## src/rtl/dp_ram_march_ctrl.sv

```systemverilog
// March C- self-test controller driving one dp_ram port pair.
// Ports: clk/rst_n, start -> busy/done/pass/fail_*; ram_* drive the RAM.
module dp_ram_march_ctrl #(
  parameter int ADDR_WIDTH = 4,
  parameter int DATA_WIDTH = 32
) (
  input  logic                  clk,
  input  logic                  rst_n,
  input  logic                  start,
  output logic                  busy,
  output logic                  done,
  output logic                  pass,
  output logic [ADDR_WIDTH-1:0] fail_addr,
  output logic [2:0]            fail_elem,
  output logic [DATA_WIDTH-1:0] fail_data,
  output logic                  ram_rd_en,
  output logic                  ram_wr_en,
  output logic [ADDR_WIDTH-1:0] ram_rd_addr,
  output logic [ADDR_WIDTH-1:0] ram_wr_addr,
  output logic [DATA_WIDTH-1:0] ram_data_in,
  output logic [DATA_WIDTH-1:0] ram_data_mask_in,
  input  logic [DATA_WIDTH-1:0] ram_data_out
);

  localparam logic [ADDR_WIDTH-1:0] AMAX = '1;
  localparam logic [ADDR_WIDTH-1:0] AONE = ADDR_WIDTH'(1);

  // Element states carry their march index as encoding.
  typedef enum logic [2:0] {
    E0   = 3'd0,
    E1   = 3'd1,
    E2   = 3'd2,
    E3   = 3'd3,
    E4   = 3'd4,
    E5   = 3'd5,
    IDLE = 3'd6,
    DONE = 3'd7
  } state_e;

  state_e                state_q, state_d;
  logic                  cmp_q, cmp_d;
  logic [ADDR_WIDTH-1:0] addr_q, addr_d;
  logic                  pass_q, pass_d;
  logic [ADDR_WIDTH-1:0] faddr_q, faddr_d;
  logic [2:0]            felem_q, felem_d;
  logic [DATA_WIDTH-1:0] fdata_q, fdata_d;

  logic                  down;
  logic                  next_down;
  logic                  last;
  logic                  exp_one;
  logic                  wr_one;
  logic [DATA_WIDTH-1:0] diff;

  assign down      = (state_q == E3) || (state_q == E4);
  assign next_down = (state_q == E2) || (state_q == E3);
  assign last      = down ? (addr_q == '0) : (addr_q == AMAX);
  assign exp_one   = (state_q == E2) || (state_q == E4);
  assign wr_one    = (state_q == E1) || (state_q == E3);
  assign diff      = ram_data_out ^ {DATA_WIDTH{exp_one}};

  always_ff @(posedge clk) begin
    if (!rst_n) begin
      state_q <= IDLE;
      cmp_q   <= 1'b0;
      addr_q  <= '0;
      pass_q  <= 1'b0;
      faddr_q <= '0;
      felem_q <= '0;
      fdata_q <= '0;
    end else begin
      state_q <= state_d;
      cmp_q   <= cmp_d;
      addr_q  <= addr_d;
      pass_q  <= pass_d;
      faddr_q <= faddr_d;
      felem_q <= felem_d;
      fdata_q <= fdata_d;
    end
  end

  always_comb begin
    state_d     = state_q;
    cmp_d       = cmp_q;
    addr_d      = addr_q;
    pass_d      = pass_q;
    faddr_d     = faddr_q;
    felem_d     = felem_q;
    fdata_d     = fdata_q;
    ram_rd_en   = 1'b0;
    ram_wr_en   = 1'b0;
    ram_data_in = '0;
    unique case (state_q)
      IDLE, DONE: begin
        if (start) begin
          state_d = E0;
          cmp_d   = 1'b0;
          addr_d  = '0;
          pass_d  = 1'b0;
          faddr_d = '0;
          felem_d = '0;
          fdata_d = '0;
        end
      end
      E0: begin
        ram_wr_en = 1'b1;
        if (last) begin
          state_d = E1;
          addr_d  = '0;
        end else begin
          addr_d = addr_q + AONE;
        end
      end
      E1, E2, E3, E4, E5: begin
        if (!cmp_q) begin
          ram_rd_en = 1'b1;
          cmp_d     = 1'b1;
        end else begin
          cmp_d = 1'b0;
          if (diff != '0) begin
            // First mismatch: freeze the report, skip the write.
            faddr_d = addr_q;
            felem_d = state_q;
            fdata_d = diff;
            pass_d  = 1'b0;
            state_d = DONE;
            addr_d  = '0;
          end else begin
            ram_wr_en   = (state_q != E5);
            ram_data_in = {DATA_WIDTH{wr_one}};
            if (!last) begin
              addr_d = down ? addr_q - AONE : addr_q + AONE;
            end else if (state_q == E5) begin
              state_d = DONE;
              pass_d  = 1'b1;
              addr_d  = '0;
            end else begin
              state_d = state_e'(state_q + 3'd1);
              addr_d  = next_down ? AMAX : '0;
            end
          end
        end
      end
      default: begin
        state_d = IDLE;
      end
    endcase
  end

  assign busy             = (state_q != IDLE) && (state_q != DONE);
  assign done             = (state_q == DONE);
  assign pass             = pass_q;
  assign fail_addr        = faddr_q;
  assign fail_elem        = felem_q;
  assign fail_data        = fdata_q;
  assign ram_rd_addr      = addr_q;
  assign ram_wr_addr      = addr_q;
  assign ram_data_mask_in = '1;

endmodule

```

## config.mk

```make
export PLATFORM = sky130hd
export DESIGN_NAME = dp_ram_march_ctrl
export DESIGN_NICKNAME = d
export VERILOG_FILES = /design/src/rtl/dp_ram_march_ctrl.sv
export SDC_FILE = /design/constraint.sdc
export NUM_CORES = 1
export LEC_CHECK = 0
export BUFFER_PORTS_ARGS = -buffer_cell sky130_fd_sc_hd__buf_2
export CAP_MARGIN = 20
export CELL_PAD_IN_SITES_DETAIL_PLACEMENT = 0
export CELL_PAD_IN_SITES_GLOBAL_PLACEMENT = 1
export CORE_MARGIN = 2
export CORE_UTILIZATION = 33
export DETAILED_ROUTE_END_ITERATION = 7
export GPL_ROUTABILITY_DRIVEN = 0
export PLACE_DENSITY = 0.83
export SETUP_SLACK_MARGIN = 0.02
export SLEW_MARGIN = 20
export SYNTH_ARGS = -nofsm -noshare
export SYNTH_HDL_FRONTEND = slang
export SYNTH_SLANG_ARGS = --single-unit
```

## constraint.sdc

```tcl
create_clock -name clk -period 4.95 [get_ports clk]
set_input_delay 0.495 -clock clk [delete_from_list [all_inputs] [get_ports clk]]
set_output_delay 0.495 -clock clk [all_outputs]
set_load 0.02 [all_outputs]
```

==> key figures <==
Clock network
  – Cts bufs inserted: 5
  – Maximum root-to-sink buffer count: 2
  – Reg clk slew, reported paths: roughly 90 ps
  – TritonCTS clock tree: done
  – Post-CTS setup buffers: 0
  – Worst-Skew Late Latency: ~310 ps
  – Root Driver: clkbuf_8
  – CTS Hold Buffers Added: 0
  – Htree depth: 2
  – Resize count post-CTS: 0
  – Clock sink count: 48

Worst setup path
  – Critical path class: register to output pin
  – Most frequent CP cell: buf_4
  – Reg2reg path depth: 9
  – Critical path buffers and inverters: 4
  – CP Capture Type: output pin
  – CP Launch Type: register
  – Peak fanout along the critical path: 22
  – Data arrival, critical path: ~3400 ps
  – Cell family with most CP delay: simple AND/OR/NAND/NOR gates
  – WP data required: 4450 ps
  – RR Endpoint: state_q[1]
  – CP max stage delay: 570 ps
  – Cell Chain, Critical Path: inv_1 > ha_1 > mux2i_2 > buf_4 > or4_1 > a222oi_1 > buf_4 > and2_1 > a21oi_1 > o22ai_1 > buf_2
  – Max stage delay cell, worst path: or4_1
  – Reg2Reg Setup Slack: 1620 ps
  – Total number of cells along the worst setup path: 11
  – R2R Path Start: state_q[0]

Yosys
  – Synth cell count leaders: buf_4, nor2_1, dfxtp_1
  – Area contributors post-synth: dfxtp_1, buf_4, xnor2_1
  – Asr flop ratio synth: 0%
  – Top-area cell type share of the netlist area: between 20 and 30%
  – Cell with the most instances after synthesis: buf_4
  – Number of cells produced by synthesis: between 300 and 400
  – Netlist cell types: 48
  – Synth warn: 0
  – Mapped Area: between 3000 and 4000 sq um
  – Cell taking the most area after synthesis: dfxtp_1
  – EDFF count, synth: 0
  – Main synth FF type: dfxtp_1
  – Seq/Total Area, Yosys: 29.8%
  – Syn Area/Cell: between 8 and 9 sq um
  – Synth Register Bits: 48

Routing
  – WL per Instance: 13.8 um
  – DRC Markers: 0
  – Iter 0 DRT Violations: 154
  – Routed wire length: just over 8 mm
  – WL met3: 562 um
  – Top sig layer: met4
  – Antenna Nets Post-Route: 0
  – DRT Pass-1 Iters: 5
  – DR WL met2: approximately 3.8 mm
  – Met1 wire length: ~3.5 mm
  – Vias per std cell: between 4 and 5
  – Routed via count: between 2000 and 3000

Floorplanning
  – I/O pin count: approximately 150
  – Die Ht: ~100 um
  – Die area: around 11000 sq um
  – Core area: between 9000 and 10000 sq um
  – Row cnt: 36
  – Chip Width: roughly 100 um
  – Initial Utilization: between 30% and 40%

STA
  – Worst slew margin: 26.9%
  – Tmin final: 3840 ps
  – F_max: about 0.26 GHz
  – Skew final: 17.1 ps
  – Final hold violation count: 0
  – Max Slew Vio Count: 0
  – Final period utilization: around 78%
  – Post-route setup TNS: 0 ps
  – Final setup viols: 0
  – Worst Tran Pin Value: 1090 ps
  – RSZ-0062 raised after global routing: false

GRT
  – Aggregate global routing overflow: 0
  – First-pass GRT wire length: about 13 mm
  – Number of global-route vias before repair: around 2500
  – Largest net degree at the start of global routing: 33
  – Initial antenna violation count: 0
  – Gr usage total: roughly 15%

Outcome
  – Outcome: finished clean

Worst hold path
  – Hold worst-path end: state_q[2]
  – HP Class: primary input to register
  – Hold Path Stages: 2
  – Hold_sp: rst_n

Place
  – # port buffers: roughly 120
  – Detail Placement HPWL: 6.12 mm

Cells and area
  – Fillcell total: 1037
  – # diodes: 0
  – Nets: a little under 500
  – Area delta synth->final: 12.9%
  – Core Util, Final: between 30% and 40%
  – Layout cells sized above 1: 31.6%

Power
  – Max VDD drop: ~0.25 mV
  – Cell leakage power: 0.00172 uW
  – PwrDens: between 600 and 700 nW/um^2

Flow run
  – Max-cap violation count: 0
[layout by cell type (no fill, tap or decap), drive strengths merged, types with 5 or more instances in the layout]
cell / n
nand3: 10
inv: 8
mux2i: 22
nand2: 11
nand4: 13
a21oi: 12
nor2: 50
ha: 8
conb: 32
nor4: 9
a22o: 16
buf: 123
xnor2: 32
dfxtp: 48
clkbuf: 6
o211ai: 5
o21ai: 13
[per-layer routing]
| layer | GRT usage (%) | vias up |
|---|---|---|
| li1 | - | 1372 |
| met1 | 19.6 | 1301 |
| met2 | 25.2 | 132 |
| met3 | 2.78 | 19 |
| met4 | 5.36 | 0 |
| met5 | 0 | - |
[worst reg2reg max path: cells and delay by family (launching register included)]
kind / cells / cell delay (ps)
compound gates: 4 / 1300
fa+ha+maj: 1 / 300
buf+inv: 2 / 450
flops: 1 / 410
mux: 1 / 540
simple gates: 1 / 250
[worst max-delay path by stage]
stage | slack (ps) | end | startpoint
after global placement | 1550 | ram_wr_en | state_q[0]
after floorplan | 490 | ram_data_in[10] | state_q[0]
final | 1110 | ram_wr_en | state_q[0]
after global routing | 860 | ram_wr_en | state_q[0]
after CTS | 1090 | ram_wr_en | state_q[0]
after detailed placement | 1440 | ram_wr_en | state_q[0]
[kinds of logic (layout without fill, tap and decap cells)]
kind of cell / after synthesis / count (layout) / share of synthesized area, %
AND/OR/NAND/NOR: 108 / 108 / 16.8
buffers and inverters: 92 / 139 / 19.6
AO/OA/AOI/OAI: 64 / 64 / 14.3
flip-flops: 48 / 48 / 29.8
XOR/XNOR: 32 / 32 / 8.70
multiplexers: 24 / 24 / 7.53
adder cells (fa/ha/maj): 8 / 8 / 3.11
other: 1 / 32 / 0.116
[metrics by stage]
stage	area (sq um)	power, uW	hold WS [ps]	cells	worst slack [ps]
floorplan	3340	1710	481	408	493
global placement	3540	1970	466	580	1550
detailed placement	3540	1990	464	580	1440
CTS	3640	2250	450	588	1090
global route	3640	2410	450	588	857
finish	3640	2240	453	588	1110
[registers in the layout, indices dropped and copies added, names as in the netlist]
name	flops
cmp_q	1
fail_elem	3
fail_data	32
ram_rd_addr	4
fail_addr	4
pass	1
state_q	3
[where the power goes]
group / switching, uW / internal [uW] / total, uW
Combinational: 881 / 517 / 1400
Sequential: 86.3 / 506 / 592
Clock: 139 / 113 / 252
Total: 1110 / 1140 / 2240
[cell type report]
| class | count | area (sq um) | share of cell area [%] |
|---|---|---|---|
| Clock buffer | 6 | 82.6 | 2.27 |
| Clock inverter | 2 | 15.0 | 0.413 |
| Inverter | 8 | 30.0 | 0.825 |
| Multi-Input combinational cell | 268 | 1760 | 48.2 |
| Sequential cell | 48 | 961 | 26.4 |
| Tap cell | 133 | 166 | 4.57 |
| Timing Repair Buffer | 123 | 628 | 17.3 |
Power figures use the tool's default switching activity.
